`src/rtl/decoder_1ri20_queue.sv`:
```
// Multi-lane FIFO for LoongArch 1RI20 instructions (LU12I.W, PCADDI, PCALAU12I, PCADDU12I).
// The result is decoded when an entry is pushed and stored with it, so the pop side is a plain read.
module decoder_1ri20_queue #(
    parameter int LANES      = 2,
    parameter int DEPTH      = 4,
    parameter int PRECOMPUTE = 1
) (
    input  logic                       clk,
    input  logic                       rst,
    input  logic                       flush,
    input  logic [LANES-1:0]           in_valid,
    input  logic [LANES*32-1:0]        in_pc,
    input  logic [LANES*32-1:0]        in_inst,
    output logic                       in_ready,
    output logic [LANES-1:0]           out_valid,
    input  logic [LANES-1:0]           out_ready,
    output logic [LANES*32-1:0]        out_pc,
    output logic [LANES*32-1:0]        out_inst,
    output logic [LANES*32-1:0]        out_result,
    output logic [LANES*5-1:0]         out_rd,
    output logic [LANES*2-1:0]         out_kind,
    output logic [LANES-1:0]           out_inst_valid,
    output logic [$clog2(DEPTH):0]     count
);

    localparam int PW = $clog2(DEPTH);
    localparam int CW = PW + 1;

    typedef struct packed {
        logic [31:0] pc;
        logic [31:0] inst;
        logic [31:0] result;
        logic [1:0]  kind;
        logic        vld;
    } entry_t;

    entry_t           mem_r [DEPTH];
    entry_t           new_entry_s [LANES];
    logic [PW-1:0]    rd_ptr_r;
    logic [PW-1:0]    wr_ptr_r;
    logic [CW-1:0]    count_r;
    logic [CW-1:0]    push_n_s;
    logic [CW-1:0]    pop_n_s;
    logic             in_ready_s;
    logic [LANES-1:0] out_valid_s;

    // Decode one instruction into a queue entry; unknown opcodes keep kind/result at zero.
    function automatic entry_t decode_entry(input logic [31:0] pc, input logic [31:0] inst);
        entry_t      e;
        logic [31:0] upper;
        logic [31:0] offset;
        logic [31:0] sum;
        upper    = {inst[24:5], 12'd0};
        offset   = {{10{inst[24]}}, inst[24:5], 2'b00};
        sum      = pc + upper;
        e.pc     = pc;
        e.inst   = inst;
        e.kind   = 2'd0;
        e.vld    = 1'b0;
        e.result = 32'd0;
        case (inst[31:25])
            7'b0001010: begin e.vld = 1'b1; e.kind = 2'd0; e.result = upper; end
            7'b0001100: begin e.vld = 1'b1; e.kind = 2'd1; e.result = pc + offset; end
            7'b0001101: begin e.vld = 1'b1; e.kind = 2'd2; e.result = sum & 32'hFFFF_F000; end
            7'b0001110: begin e.vld = 1'b1; e.kind = 2'd3; e.result = sum; end
            default:    begin e.vld = 1'b0; e.kind = 2'd0; e.result = 32'd0; end
        endcase
        e.result = (PRECOMPUTE != 0) ? e.result : 32'd0;
        return e;
    endfunction

    assign in_ready_s = ((CW'(DEPTH) - count_r) >= CW'(LANES));

    // Push/pop sizes: contiguous prefixes from lane 0; ready uses the registered count only.
    always_comb begin
        logic push_run;
        logic pop_run;
        push_n_s = '0;
        pop_n_s  = '0;
        push_run = 1'b1;
        pop_run  = 1'b1;
        for (int i = 0; i < LANES; i++) begin
            out_valid_s[i] = (count_r > CW'(i));
            new_entry_s[i] = decode_entry(in_pc[32*i +: 32], in_inst[32*i +: 32]);
            if (push_run && in_valid[i]) begin
                push_n_s = push_n_s + CW'(1);
            end else begin
                push_run = 1'b0;
            end
            if (pop_run && out_valid_s[i] && out_ready[i]) begin
                pop_n_s = pop_n_s + CW'(1);
            end else begin
                pop_run = 1'b0;
            end
        end
        push_n_s = in_ready_s ? push_n_s : '0;
    end

    // Queue storage, pointers and occupancy; flush discards both sides of the cycle.
    always_ff @(posedge clk or posedge rst) begin
        if (rst) begin
            rd_ptr_r <= '0;
            wr_ptr_r <= '0;
            count_r  <= '0;
            for (int d = 0; d < DEPTH; d++) begin
                mem_r[d] <= '0;
            end
        end else if (flush) begin
            rd_ptr_r <= '0;
            wr_ptr_r <= '0;
            count_r  <= '0;
        end else begin
            for (int i = 0; i < LANES; i++) begin
                if (CW'(i) < push_n_s) begin
                    mem_r[wr_ptr_r + PW'(i)] <= new_entry_s[i];
                end
            end
            wr_ptr_r <= wr_ptr_r + PW'(push_n_s);
            rd_ptr_r <= rd_ptr_r + PW'(pop_n_s);
            count_r  <= count_r + push_n_s - pop_n_s;
        end
    end

    // Present the oldest entries on the output lanes, zeroing any lane without a valid entry.
    always_comb begin
        entry_t e;
        out_pc         = '0;
        out_inst       = '0;
        out_result     = '0;
        out_rd         = '0;
        out_kind       = '0;
        out_inst_valid = '0;
        for (int i = 0; i < LANES; i++) begin
            e = mem_r[rd_ptr_r + PW'(i)];
            if (out_valid_s[i]) begin
                out_pc[32*i +: 32]  = e.pc;
                out_inst[32*i +: 32] = e.inst;
                out_result[32*i +: 32] = e.result;
                out_rd[5*i +: 5]    = e.inst[4:0];
                out_kind[2*i +: 2]  = e.kind;
                out_inst_valid[i]   = e.vld;
            end else begin
                out_inst_valid[i]   = 1'b0;
            end
        end
    end

    assign in_ready  = in_ready_s;
    assign out_valid = out_valid_s;
    assign count     = count_r;

endmodule

```
`config.mk`:
```
export PLATFORM = sky130hd
export DESIGN_NAME = decoder_1ri20_queue
export DESIGN_NICKNAME = d
export VERILOG_FILES = /design/src/rtl/decoder_1ri20_queue.sv
export SDC_FILE = /design/constraint.sdc
export NUM_CORES = 2
export LEC_CHECK = 0
export ABC_AREA = 0
export CORE_ASPECT_RATIO = 0.9
export CORE_MARGIN = 2
export CORE_UTILIZATION = 58
export DETAILED_ROUTE_END_ITERATION = 6
export PLACE_DENSITY = 0.82
export SYNTH_ARGS = -nofsm -noshare
export SYNTH_HDL_FRONTEND = slang
export SYNTH_SLANG_ARGS = --single-unit
```
`constraint.sdc`:
```
create_clock -name clk -period 17.5 [get_ports clk]
set_input_delay 1.75 -clock clk [delete_from_list [all_inputs] [get_ports clk]]
set_output_delay 1.75 -clock clk [all_outputs]
set_load 0.02 [all_outputs]
```
## Word level (Yosys, flattened, before mapping)

Cells that the tools add are included.

| word-level totals | value |
|---|---|
| output and inout port bits | 214 |
| logic and storage cells | 104 |
| register bits after elaboration | 403 |
| input bits | 135 |

| cells by class | value |
|---|---|
| add/sub/neg operators | 13 |
| muxes and demuxes | 39 |
| reduce and logical (&&, ||, !) cells | 6 |
| bitwise gates (word level) | 4 |
| $lt $le $gt $ge | 11 |
| equal/unequal tests | 8 |

Operators by type and width:

| kind | count |
|---|---|
| 2-to-1 mux 396 bit | 3 |
| bitwise mux 396 bit | 2 |
| 2-to-1 mux 99 bit | 6 |
| binary-select mux 99 bit (select 2 bit) | 2 |
| demux 99 bit (select 2 bit) | 2 |
| one-hot mux 35 bit (4 select lines) | 2 |
| 2-to-1 mux 32 bit | 6 |
| adder 32 bit | 4 |
| == test 7 x 4 -> 1 bit (second input constant) | 8 |
| >= comparator 3 bit (second input constant) | 4 |
| 2-to-1 mux 3 bit | 4 |
| NOT 2 -> 3 bit | 4 |
| 2-to-1 mux 5 bit | 2 |
| 2-to-1 mux 2 bit | 4 |
| adder 3 x 1 -> 3 bit (second input constant) | 2 |
| greater-than comparator 3 x 1 -> 1 bit (second input constant) | 2 |
| logical AND 1 bit | 6 |
| < comparator 1 x 3 -> 1 bit (first input constant) | 2 |
| < comparator 3 x 1 -> 1 bit (second input constant) | 2 |
| 2-to-1 mux 1 bit | 6 |
| adder 2 x 1 -> 2 bit (second input constant) | 2 |
| adder 2 bit | 2 |
| adder 3 bit | 1 |
| >= comparator 3 x 2 -> 1 bit (second input constant) | 1 |
| 2 further kinds | 2 |

## Longest topological paths before layout

| depth | value |
|---|---|
| depth in word-level cells | 10 |
| mapped depth | 15 |
| depth with buffers taken out | 14 |

## Worst setup path before layout

Ideal clock, no wire load.

| timing path | value |
|---|---|
| kind | input-to-reg |
| from | in in_pc[2] |
| to | reg mem_r[213] (netlist bit) |
| arrival time | 4,282 ps |
| data required time | 17,379 ps |
| cell stages on the path | 11 |
| path buffers | 0 |
| setup time | 121 ps |
| setup slack | 13,097 ps |
| cell sequence | ha_1 fa_1 a21oi_1 nor2_1 or3_1 a21oi_1 nor2_1 xor2_1 a222oi_1 a22oi_1 o22a_1 |

| on the way | value |
|---|---|
| longest elaborated chain between the ends | 7 |
| elaborated cells on any way between the ends | 8 |

RTL lines:

| element | line | RTL |
|---|---|---|
| start: declaration | 12 | `input logic [LANES*32-1:0] in_pc,` |
| adder 32 bit, on equally long branches | 55, 63 |  |
| one-hot mux 35 bit (4 select lines) * | 61 | `case (inst[31:25])` |
| bitwise mux 396 bit * | 115 | `mem_r[wr_ptr_r + PW'(i)] <= new_entry_s[i];` |
| 2-to-1 mux 396 bit * | 114 | `if (CW'(i) < push_n_s) begin` |
| 2-to-1 mux 396 bit * | 108 | `end else if (flush) begin` |
| bitwise mux 396 bit | 115 |  |
| 2-to-1 mux 396 bit * | 114 |  |
| end signal: indexed assignment | 115 |  |
| end: declaration | 37 | `entry_t mem_r [DEPTH];` |

Every way passes the cells marked *; elsewhere a longest branch is shown, timed or not. The select of a mux whose other input is x is not followed.
A chain may end at the register's enable or synchronous reset.

## Worst setup path in the final report

| timing path | value |
|---|---|
| from | reg rd_ptr_r[0] |
| to | out out_inst[48] |

| on the way | value |
|---|---|
| longest elaborated chain between the ends | 6 |

RTL lines:

| element | line | RTL |
|---|---|---|
| start: declaration | 39 | `logic [PW-1:0] rd_ptr_r;` |
| start signal: assignment | 119 | `rd_ptr_r <= rd_ptr_r + PW'(pop_n_s);` |
| adder 2 x 1 -> 2 bit | 134 | `e = mem_r[rd_ptr_r + PW'(i)];` |
| NOT 2 -> 3 bit (not written as such) | 134 |  |
| binary-select mux 99 bit (select 2 bit) | 134 |  |
| 2-to-1 mux 99 bit (not written as such) (2 in series) | 134 |  |
| 2-to-1 mux 32 bit | 135 | `if (out_valid_s[i]) begin` |
| end: declaration | 18 | `output logic [LANES*32-1:0] out_inst,` |

Every way passes these cells. The select of a mux whose other input is x is not followed.

==> impl_metrics.toml <==
[clocking]
cts_tree = "yes"
hold_buffers = 0
cts_max_level = 2
cts_root_buf = "clkbuf_16"
post-cts-setup-buffers = 0
cts_buffer_depth = 3
cts_resized = 0
numCtsBuffers = 44
clock-sinks = 403
clock_latency_ns = 0.59
clk_pin_slew_ns = 0.06

[yosys]
synth_top_flop_cell = "dfrtp_1"
synth_top_area_frac = 0.340
synth_edf_count = 0
netlist_instances = 2782
syn_area_per_cell_um2 = 10.7
yosys.area.top_type = "dfrtp_1"
synthesis.nets = 3028
ys_warn_count = 0
ys_top_cells_by_count = "592 x o22a_1, 403 x dfrtp_1, 198 x mux4_2"
yosysUniqueCellTypes = 85
ys_ff_latch = 403
synth_seq_area_share = 0.340
yosys-top-cells-area = "dfrtp_1 34%, o22a_1 17%, mux4_2 15%, ha_1 4.4%, clkbuf_1 2.4%"
mappedNetlistArea_mm2 = 0.0297
synthArstFlopShare = 1.00
synth_most_common_cell = "o22a_1"

[final_layout]
area_growth_pct = 18.0
multiInputGateArea_mm2 = 0.0185
fin_nets = 3200
drive_gt1_frac = 0.126
nFillCells = 3724
ff_latch_area_mm2 = 0.0101
fin_util = 0.693

[pwr]
pwr-share-seq = 0.263
p_leak_nw = 12.6
ir_drop_mv = 0.160
clkPwrFrac = 0.148
switchingPower_w = 0.00275
pwr-share-comb = 0.589
p_int_w = 0.00414
powerDensity_mw_per_mm2 = 197
p_sw_frac = 0.399
finalPower_w = 0.00688

[critical_path]
crit_type = "reg -> out"
cp-end-kind = "output pin"
cp.required_ns = 15.75
cp_max_fo = 56
critPathLaunchType = "flip-flop"
arrival_ns = 4.91

[status]
failed_checks = "max-slew violations"
status = "finished with violations"

[timing]
skew_ns = 0.0156
max_freq_mhz = 150
drv_slew = 4
slew_headroom = -0.0125
fin_tns_setup_ns = 0
tightest_slew_ns = 1.52
period_minus_slack_ns = 6.66
finalCritPeriodShare = 0.380
finalHoldViolCount = 0
grt_setup_unrepaired = "no"
setup_viol = 0
whs_ns = 0.523

[global_route]
grt_first_pass_wirelength_um = 171000
grt_pass1_vias = 27350
antenna_found_initial = 6
grt.total_usage = 0.426
grt_max_degree = 190
overflow = 0

[drt]
wl_per_cell_um = 31.3
totalWireLength_um = 115000
drc = 0
via_per_inst = 7.62
dr_total_vias = 27954
final_antenna_net_count = 0
drtPass1Iterations = 6
drtIter0Drc = 3807

[floorplanning]
core_mm2 = 0.0505
rows = 78
fp.dieH_um = 219
die_w_um = 242
die-area_mm2 = 0.0530
start_util = 0.588
io_pins = 349

[placement]
globalplace.congestion = 1.04
dp_hpwl_um = 76800
io_buffer_count = 348

[job]
drv_cap = 0

[worst_hold_path]
hp-class = "reg -> reg"
## layout make-up
| class | instances | area share |
|---|---|---|
| flip-flops and latches | 403 | 0.288 |
| repair buffers | 394 | 0.110 |
| multi-input cells | 2073 | 0.528 |
| clock inverters | 14 | 0.00715 |
| well taps | 680 | 0.0243 |
| clock buffers | 65 | 0.0378 |
| diodes | 2 | 0.000143 |
| inverters | 38 | 0.00429 |
## layer usage
metal | share of wire | global-route usage | wire length (um)
met4 | 0.049 | 0.196 | 5580
met2 | 0.44 | 0.643 | 50600
met3 | 0.13 | 0.111 | 14600
met5 | 0.00050 | 0 | 57
met1 | 0.38 | 0.580 | 43800
## through the flow
stage | cell area, um^2 | setup slack [ns] | cells
after global routing | 35000 | 10.50 | 3667
after global placement | 33400 | 11.45 | 3588
after detailed placement | 33400 | 11.29 | 3588
final | 35000 | 10.84 | 3669
after CTS | 35000 | 10.77 | 3667
after floorplan | 29700 | 4.54 | 2782
## power groups by stage
stage | logic (W) | clock network (W) | registers (W)
after floorplan | 0.00270 | 0 | 0.00163
after global placement | 0.00390 | 0 | 0.00175
after detailed placement | 0.00398 | 0 | 0.00181
after CTS | 0.00402 | 0.00102 | 0.00179
after global routing | 0.00424 | 0.00106 | 0.00186
final | 0.00405 | 0.00102 | 0.00181
## worst max-delay path, cell delays in order, from the launching register on
cell,delay [ns]
dfrtp_4,0.96
buf_4,0.87
buf_4,0.94
mux4_2,0.60
nor2b_1,0.14
clkdlybuf4s50_1,0.62
## worst paths after layout
check                                  from      endpoint  slack, ns  depth (start not counted)
worst max-delay path            rd_ptr_r[0]  out_inst[48]      10.84                          5
worst min-delay path             mem_r[230]    mem_r[230]       0.52                          2
worst min register to register   mem_r[230]    mem_r[230]       0.52                          2
min in group asynchronous               rst      count[2]       1.78                          2
worst max register to register     count[0]    mem_r[186]      12.31                         13
max in group asynchronous               rst     mem_r[46]      13.97                          3
## cell families after synthesis
kind of cell,after synthesis,share of synthesized area
compound gates,1086,0.291
simple gates,589,0.103
flops,403,0.340
buf+inv,306,0.0405
mux,205,0.153
fa+ha+maj,111,0.0484
xor+xnor,82,0.0242
## flip-flops by register name (all words and copies together), names as in the netlist
| name | flops |
|---|---|
| mem_r | 396 |
| wr_ptr_r | 2 |
| count | 3 |
| rd_ptr_r | 2 |
## placed cells by master (no fill, tap or decap), types with 7 or more instances in the layout
| master | netlist | final |
|---|---|---|
| nand2b_1 | 27 | 27 |
| clkbuf_16 | 0 | 45 |
| clkbuf_1 | 192 | 8 |
| nor2_1 | 115 | 113 |
| nand2_1 | 131 | 126 |
| dfrtp_1 | 403 | 401 |
| and2_1 | 107 | 103 |
| nand4_1 | 9 | 9 |
| a221oi_1 | 35 | 35 |
| o211ai_1 | 11 | 11 |
| o221ai_1 | 8 | 8 |
| nand3_1 | 23 | 22 |
| nor2b_1 | 113 | 113 |
| a31oi_1 | 10 | 10 |
| a21o_1 | 34 | 34 |
| inv_1 | 37 | 36 |
| and3_1 | 9 | 7 |
| a22oi_1 | 91 | 91 |
| o22ai_1 | 7 | 7 |
| a21oi_1 | 107 | 103 |
| o221a_2 | 9 | 9 |
| o21bai_1 | 9 | 9 |
| o21a_1 | 9 | 9 |
| nor3_1 | 21 | 20 |
| xor2_1 | 34 | 34 |
| a211oi_1 | 15 | 15 |
| mux4_2 | 198 | 198 |
| xnor2_1 | 48 | 48 |
| ha_1 | 105 | 105 |
| clkbuf_8 | 0 | 12 |
| o21ai_0 | 66 | 66 |
| buf_4 | 10 | 45 |
| o21ai_1 | 17 | 17 |
| a222oi_1 | 9 | 9 |
| o22a_1 | 592 | 592 |
| clkdlybuf4s50_1 | 0 | 347 |
Power figures use the tool's default switching activity.
